**config.mk**
```make
export PLATFORM = sky130hd
export DESIGN_NAME = meduram_wr_sched
export DESIGN_NICKNAME = d
export VERILOG_FILES = /design/src/rtl/meduram_wr_sched.sv
export SDC_FILE = /design/constraint.sdc
export NUM_CORES = 1
export LEC_CHECK = 0
export ABC_AREA = 1
export BUFFER_PORTS_ARGS = -buffer_cell sky130_fd_sc_hd__buf_2
export CAP_MARGIN = 30
export CORE_MARGIN = 2
export CORE_UTILIZATION = 45
export DETAILED_ROUTE_END_ITERATION = 6
export PLACE_DENSITY_LB_ADDON = 0.05
export SYNTH_ARGS = -nofsm -noshare
export SYNTH_HDL_FRONTEND = slang
export SYNTH_SLANG_ARGS = --single-unit
```
**constraint.sdc**
```tcl
create_clock -name aclk -period 6.2 [get_ports aclk]
set_input_delay 0 -clock aclk [delete_from_list [all_inputs] [get_ports aclk]]
set_output_delay 0 -clock aclk [all_outputs]
set_load 0.01 [all_outputs]
```
**src/rtl/meduram_wr_sched.sv**
```systemverilog
// Two-agent write scheduler in front of the 2W/2R meduram: per-agent FIFOs, same-address
// collision serialisation and a saturating collision counter. MEDURAM_WRSCHED_RR_EN selects
// round-robin collision priority; otherwise agent 1 always wins.
module meduram_wr_sched #(
    parameter int unsigned ADDR_WIDTH = 8,
    parameter int unsigned DATA_WIDTH = 32,
    parameter int unsigned FIFO_DEPTH = 4
) (
    input  logic                  aclk,
    input  logic                  aresetn,
    input  logic                  wr1_valid,
    output logic                  wr1_ready,
    input  logic [ADDR_WIDTH-1:0] wr1_addr,
    input  logic [DATA_WIDTH-1:0] wr1_data,
    input  logic                  wr2_valid,
    output logic                  wr2_ready,
    input  logic [ADDR_WIDTH-1:0] wr2_addr,
    input  logic [DATA_WIDTH-1:0] wr2_data,
    output logic                  wren1,
    output logic [ADDR_WIDTH-1:0] wraddr1,
    output logic [DATA_WIDTH-1:0] wrdata1,
    output logic                  wren2,
    output logic [ADDR_WIDTH-1:0] wraddr2,
    output logic [DATA_WIDTH-1:0] wrdata2,
    output logic [15:0]           collisions
);

    localparam int unsigned PW = $clog2(FIFO_DEPTH);
    localparam int unsigned EW = ADDR_WIDTH + DATA_WIDTH;
    localparam logic [PW:0]   DEPTH_CNT = (PW+1)'(FIFO_DEPTH);
    localparam logic [PW:0]   CNT_ONE   = (PW+1)'(1);
    localparam logic [PW-1:0] PTR_ONE   = PW'(1);

    logic [1:0]            req_valid;
    logic [EW-1:0]         req [2];

    logic [EW-1:0]         mem_q [2][FIFO_DEPTH];
    logic [PW-1:0]         wptr_q [2];
    logic [PW-1:0]         wptr_d [2];
    logic [PW-1:0]         rptr_q [2];
    logic [PW-1:0]         rptr_d [2];
    logic [PW:0]           cnt_q [2];
    logic [PW:0]           cnt_d [2];
    logic [1:0]            ready_q, ready_d;

    logic [1:0]            wren_q, wren_d;
    logic [ADDR_WIDTH-1:0] wraddr_q [2];
    logic [ADDR_WIDTH-1:0] wraddr_d [2];
    logic [DATA_WIDTH-1:0] wrdata_q [2];
    logic [DATA_WIDTH-1:0] wrdata_d [2];
    logic [15:0]           coll_cnt_q, coll_cnt_d;

    logic [1:0]            push, pop, head_v;
    logic [EW-1:0]         head [2];
    logic                  coll;
    logic                  win1;

`ifdef MEDURAM_WRSCHED_RR_EN
    // 0 selects agent 1 as the next collision winner.
    logic prio_q, prio_d;
`endif

    assign req_valid = {wr2_valid, wr1_valid};
    assign req[0]    = {wr1_addr, wr1_data};
    assign req[1]    = {wr2_addr, wr2_data};

    always_comb begin
        for (int i = 0; i < 2; i++) begin
            push[i]   = req_valid[i] & ready_q[i];
            head_v[i] = (cnt_q[i] != '0);
            head[i]   = mem_q[i][rptr_q[i]];
        end

        coll = head_v[0] & head_v[1] &
               (head[0][EW-1:DATA_WIDTH] == head[1][EW-1:DATA_WIDTH]);

`ifdef MEDURAM_WRSCHED_RR_EN
        win1   = ~prio_q;
        prio_d = coll ? ~prio_q : prio_q;
`else
        win1 = 1'b1;
`endif

        pop[0] = head_v[0] & (~coll | win1);
        pop[1] = head_v[1] & (~coll | ~win1);

        for (int i = 0; i < 2; i++) begin
            wptr_d[i] = push[i] ? wptr_q[i] + PTR_ONE : wptr_q[i];
            rptr_d[i] = pop[i]  ? rptr_q[i] + PTR_ONE : rptr_q[i];
            case ({push[i], pop[i]})
                2'b10:   cnt_d[i] = cnt_q[i] + CNT_ONE;
                2'b01:   cnt_d[i] = cnt_q[i] - CNT_ONE;
                default: cnt_d[i] = cnt_q[i];
            endcase
            // Registered ready from the post-update count: no same-cycle reopen when full.
            ready_d[i]  = (cnt_d[i] < DEPTH_CNT);
            wren_d[i]   = pop[i];
            wraddr_d[i] = pop[i] ? head[i][EW-1:DATA_WIDTH] : wraddr_q[i];
            wrdata_d[i] = pop[i] ? head[i][DATA_WIDTH-1:0]  : wrdata_q[i];
        end

        coll_cnt_d = coll_cnt_q;
        if (coll && (coll_cnt_q != 16'hFFFF)) begin
            coll_cnt_d = coll_cnt_q + 16'd1;
        end
    end

    always_ff @(posedge aclk or negedge aresetn) begin
        if (!aresetn) begin
            for (int i = 0; i < 2; i++) begin
                wptr_q[i]   <= '0;
                rptr_q[i]   <= '0;
                cnt_q[i]    <= '0;
                wraddr_q[i] <= '0;
                wrdata_q[i] <= '0;
            end
            ready_q    <= '0;
            wren_q     <= '0;
            coll_cnt_q <= '0;
        end else begin
            for (int i = 0; i < 2; i++) begin
                wptr_q[i]   <= wptr_d[i];
                rptr_q[i]   <= rptr_d[i];
                cnt_q[i]    <= cnt_d[i];
                wraddr_q[i] <= wraddr_d[i];
                wrdata_q[i] <= wrdata_d[i];
            end
            ready_q    <= ready_d;
            wren_q     <= wren_d;
            coll_cnt_q <= coll_cnt_d;
        end
    end

`ifdef MEDURAM_WRSCHED_RR_EN
    always_ff @(posedge aclk or negedge aresetn) begin
        if (!aresetn) begin
            prio_q <= 1'b0;
        end else begin
            prio_q <= prio_d;
        end
    end
`endif

    // Storage needs no reset; stale entries are unreachable once the pointers clear.
    always_ff @(posedge aclk) begin
        for (int i = 0; i < 2; i++) begin
            if (push[i]) begin
                mem_q[i][wptr_q[i]] <= req[i];
            end
        end
    end

    assign wr1_ready  = ready_q[0];
    assign wr2_ready  = ready_q[1];
    assign wren1      = wren_q[0];
    assign wraddr1    = wraddr_q[0];
    assign wrdata1    = wrdata_q[0];
    assign wren2      = wren_q[1];
    assign wraddr2    = wraddr_q[1];
    assign wrdata2    = wrdata_q[1];
    assign collisions = coll_cnt_q;

endmodule

```
After elaboration in Yosys (flattened, before gate mapping) --
Memory sizes are Yosys's and may differ from the RTL's. Cells that the tools add are included.
Storage, ports and cells: flip-flop bits (word level) 114, RAM bits 320, output and inout port bits 100, word-level logic and storage cells 68, memories 1
Operators by class: add/subtract/negate cells 9, magnitude comparators 8, eq/ne operators 6, mux-type cells 16, bitwise logic cells 10, reduce and logical (&&, ||, !) cells 5
Memories:
- mem_q | depth 2, width 160, rd ports 2, clocked after memory_dff 0, write ports 2, RTL line 37 | logic [EW-1:0] mem_q [2][FIFO_DEPTH];
Operators with widths (number):
- 160-bit two-way mux | 2
- 40-bit two-way mux | 6
- 40-bit binary-select mux with 2-bit select | 2
- 40-bit demux with 2-bit select | 2
- 16-bit by 1-bit adder with 16-bit output, second input constant | 1
- 16-bit != test, second input constant | 1
- 3-bit >= comparator, second input constant | 4
- 2-bit inverter with 3-bit output | 4
- 3-bit case mux with 2 select lines | 2
- 2-bit by 1-bit adder with 2-bit output, second input constant | 4
- 8-bit == test | 1
- 3-bit by 1-bit adder with 3-bit output, second input constant | 2
- 3-bit by 1-bit less-than comparator with 1-bit output, second input constant | 2
- 3-bit less-than comparator, second input constant | 2
- 3-bit nonzero test | 2
- 3-bit by 1-bit subtractor with 3-bit output, second input constant | 2
- 1-bit bitwise AND | 5
- 2-bit by 1-bit == test with 1-bit output, second input constant | 2
- 2-bit == test, second input constant | 2
- 1-bit logical AND | 3
- 1-bit two-way mux | 2
- 1-bit inverter | 1

Depth between registers and ports, before layout --
depth after elaboration 11, gate-level depth with buffers 19, depth with buffers taken out 17

Least setup slack after synthesis --
Ideal clock, no wire load.
path type flip-flop to flip-flop, start reg wptr_q[0] (netlist bit), end mem mem_q[0][200] (netlist bit) (enable), arrival 2.346 ns, slack 3.417 ns, cell stages (with the launch flop) 5, cell sequence dfrtp_1 -> inv_1 -> ha_1 -> inv_1 -> nor2_1
RTL lines:
- start, declared | RTL line 38 | logic [PW-1:0] wptr_q [2];
- start signal, assigned by index | RTL line 122 | wptr_q[i] <= wptr_d[i];
- end, declared | RTL line 37

Worst setup path after layout --
start reg rptr_q[2] (netlist bit), end reg ready_q[1]
Between the ends: cells in the longest elaborated chain, start to end 11, elaborated cells on any way between the ends 12, classes of those cells 1 x order compare; 3 x eq/ne; 4 x mux; 4 x bitwise
RTL lines:
- start, declared | RTL line 40 | logic [PW-1:0] rptr_q [2];
- start signal, assigned by index | RTL line 123 | rptr_q[i] <= rptr_d[i];
- 2-bit inverter with 3-bit output (not written as such) (*) | RTL line 71 | head[i] = mem_q[i][rptr_q[i]];
- 40-bit binary-select mux with 2-bit select (*) | RTL line 71
- 40-bit two-way mux (not written as such) (*) (2 in a row) | RTL line 71
- 8-bit == test (*) | RTL line 75 | (head[0][EW-1:DATA_WIDTH] == head[1][EW-1:DATA_WIDTH]);
- 1-bit bitwise AND (*) | RTL line 74 | coll = head_v[0] & head_v[1] &
- 1-bit inverter (*) | RTL line 85 | pop[1] = head_v[1] & (~coll | ~win1);
- 1-bit bitwise AND (*) | RTL line 85
- named net pop[1] | RTL line 53 | logic [1:0] push, pop, head_v;
- 2-bit by 1-bit == test with 1-bit output or 2-bit == test (tied branches) | RTL line 90 | case ({push[i], pop[i]})
- 3-bit case mux with 2 select lines (*) | RTL line 90
- 3-bit less-than comparator (*) | RTL line 96 | ready_d[i] = (cnt_d[i] < DEPTH_CNT);
- named net ready_d[1] | RTL line 44 | logic [1:0] ready_q, ready_d;
- end signal, assigned | RTL line 128 | ready_q <= ready_d;
- end, declared | RTL line 44
Mark *: on every way through the listed nets, which the timed path passes. The rest lies on a longest branch. The select of a mux whose other input is x is not followed. A chain may end at the register's enable or synchronous reset.

==> qor.yml <==
status:
  status: "complete, no violations"
synth:
  ys_warn_count: 0
  synthCells: 1453
  synth_flop_cell: "edfxtp_1"
  yosys.area.top_type: "edfxtp_1"
  synthTopCellsByArea: "edfxtp_1 56%, dfrtp_1 17%, nand2_1 6.8%"
  synth_top_area_share_pct: 56.2
  synth_cell_types: 31
  ys_seq_elements: 434
  syn_nets: 1550
  netlist_area_um2: 17100
  synth_area_per_cell_um2: 11.8
  async_reset_ff_share_pct: 26.3
  seq_area_frac_synth_pct: 72.9
  synth-edff-count: 320
pwr:
  pwr-share-seq_pct: 41.3
  peakVddDrop_uv: 244
  pwr-share-clk_pct: 25.8
  pwr_density_cell_nw_per_um2: 478
  switching_share_pct: 35.8
  switchingPower_mw: 3.55
  power_frac_comb_pct: 32.9
  p_int_mw: 6.36
  p_leak_nw: 8.30
critical_path:
  r2r_cells: 15
  crit_family: "buffers and inverters"
  max_stage_delay_ns: 0.54
  cp.arrival_ns: 4.10
  critPathMostFrequentCell: "nand2_1"
  path_cells: "inv_2, buf_4, nand2_1, nand3_1, nand2_1, nand2_1, nand2_1, nand3b_2, o21bai_4, inv_1, ha_1, fa_1, o21ai_0, xor2_1, inv_1"
  cp_max_fo: 46
  worstSetupStartpointType: "register"
  crit_type: "register to register"
  critPathBufInv: 4
  crit_required_ns: 6.66
  r2r_start: "rptr_q[2]$_DFFE_PN0N_"
  cp_slowest_cell: "buf_4"
  r2r_end: "ready_q[1]$_DFF_PN0_"
  crit_start: "rptr_q[2]$_DFFE_PN0N_"
  end_kind: "register"
  ff2ff_setup_slack_ns: 2.55
sta:
  worstMarginPinSlew_ns: 0.936
  clock.fmax_ghz: 0.274
  slew-limit-headroom_pct: 37.6
  fin_crit_ns: 3.65
  finalMaxSlewViolations: 0
  report.final.setup_viol: 0
  skew_ns: 0.0250
  rsz0062_at_grt: "no"
  finalSetupTns_ns: 0
  period_share_pct: 58.8
  hold_viol: 0
floorplan:
  ioPinCount: 184
  die_x_um: 199
  die_h_um: 199
  core_area_um2: 37600
  die-area_um2: 39600
  num_rows: 71
  start_util_pct: 45.5
clock_tree:
  holdBufCountCts: 81
  numCtsBuffers: 45
  cts.repair.resized: 0
  cts_tree: "done"
  cts_setup_buffers: 0
  cts.sinks: 434
  clkSlewWorstSetupHoldPaths_ns: 0.06
  cts_max_level: 2
  cts_root_buf: "clkbuf_16"
  clock_path_buffers: 3
  clock_latency_ns: 0.59
drt:
  wl_per_cell_um: 17.6
  routed_wl_mm: 39.9
  drtAntennaViolNets: 0
  via_per_inst: 5.01
  vias: 11338
  drc: 0
  drt_iter0_drc: 603
  dr.pass1.iters: 5
final_layout:
  layout_common_cells: "320 x edfxtp_1, 307 x nand2_1, 242 x nor2_1, 182 x buf_2, 138 x o21ai_0"
  drive_above_1_share_pct: 16.6
  area_delta_synth_final_pct: 21.3
  final_common_cell: "edfxtp_1"
  fillers: 3239
  fin_cells: 2261
  nets: 1807
global_route:
  grt_pass1_vias: 11159
  grt_max_degree: 84
  global_route.overflow_total: 0
  grt_pass1_wl_mm: 62.3
  track_usage_pct: 20.9
  antenna_found_initial: 3
placed_design:
  dp_cells: 2093
  gp_congestion: 0.755
  portBuffers: 183
  hpwl_mm: 22.5
run:
  drv_cap: 0
min_path:
  hold_path.class: "primary input to asynchronous set/reset pin"
[kinds of logic after synthesis]
logic type               share of synthesized area (%)
AND/OR/NAND/NOR                                   15.7
flip-flops                                        72.9
AO/OA/AOI/OAI                                     6.61
buffers and inverters                             3.11
adder cells (fa/ha/maj)                           1.04
XOR/XNOR                                         0.563
multiplexers                                     0.132
[per-stage QoR]
| stage | setup slack [ns] | cell area, µm² | power (mW) | utilization [%] | hold slack (ns) |
|---|---|---|---|---|---|
| 5_1_grt | 2.15 | 20700 | 10.6 | 55.2 | 0.0690 |
| 3_5_place_dp | 2.43 | 18500 | 7.43 | 49.3 | 0.0636 |
| 4_1_cts | 2.44 | 20700 | 10.1 | 55.2 | 0.0158 |
| 3_3_place_gp | 2.55 | 18500 | 7.37 | 49.3 | 0.0620 |
| 2_1_floorplan | 3.42 | 17100 | 6.31 | - | -0.296 |
| 6_report | 2.55 | 20700 | 9.91 | 55.2 | 0.0119 |
[layout make-up]
class,instances,area (µm²),share of cell area [%]
clock buffer,67,1260,6.07
multi-input combinational,898,4170,20.1
inverter,46,173,0.832
tap,511,639,3.08
timing repair buffer,285,1900,9.17
antenna,3,7.51,0.0362
clock inverter,17,125,0.603
sequential,434,12500,60.1
[cells in the mapped netlist, types with 11 or more instances]
cell      instances
a31oi_1          32
buf_2            14
clkbuf_1         47
dfrtp_1         114
edfxtp_1        320
ha_1             11
inv_1            42
nand2_1         308
nand3_1          85
nor2_1          250
o21ai_0         138
o22ai_1          32
[layer usage]
metal / vias up / wire [µm] / GRT usage (%)
li1: 5539 / - / -
met1: 5460 / 17500 / 27.6
met2: 269 / 19500 / 34.9
met3: 70 / 1710 / 2.97
met4: 0 / 1200 / 8.49
met5: - / 0 / 0
[registers in the layout, summed over array words and instances (netlist names), named ones only]
| register | flops |
|---|---|
| mem_q | 320 |
| wrdata1 | 32 |
| wrdata2 | 32 |
| collisions | 16 |
| wraddr1 | 8 |
| wraddr2 | 8 |
| cnt_q | 5 |
| rptr_q | 4 |
| wptr_q | 4 |
| ready_q | 2 |
| wren_q | 2 |
[power by group through the flow]
stage / clock network, mW / registers [mW] / logic, mW
after floorplan: 0 / 4.23 / 2.08
after global placement: 0 / 4.14 / 3.23
after detailed placement: 0 / 4.15 / 3.28
after CTS: 2.62 / 4.10 / 3.34
after global routing: 2.72 / 4.16 / 3.72
final: 2.56 / 4.10 / 3.26
[worst max-delay path by stage]
| stage | endpoint | slack [ns] | cells after the start |
|---|---|---|---|
| floorplan | mem_q[0][200]$_DFFE_PP_ | 3.42 | 4 |
| global placement | ready_q[1]$_DFF_PN0_ | 2.55 | 16 |
| detailed placement | ready_q[1]$_DFF_PN0_ | 2.43 | 15 |
| CTS | ready_q[1]$_DFF_PN0_ | 2.44 | 15 |
| global route | ready_q[1]$_DFF_PN0_ | 2.15 | 16 |
| finish | ready_q[1]$_DFF_PN0_ | 2.55 | 15 |
[worst reg2reg max path, delay by kind of cell, from the launching register on]
family | cells | cell delay (ns)
flip-flops | 1 | 0.41
AO/OA/AOI/OAI | 2 | 0.44
buffers and inverters | 4 | 1.16
XOR/XNOR | 1 | 0.22
adder cells (fa/ha/maj) | 2 | 0.60
AND/OR/NAND/NOR | 6 | 0.71
Power figures use the tool's default switching activity.
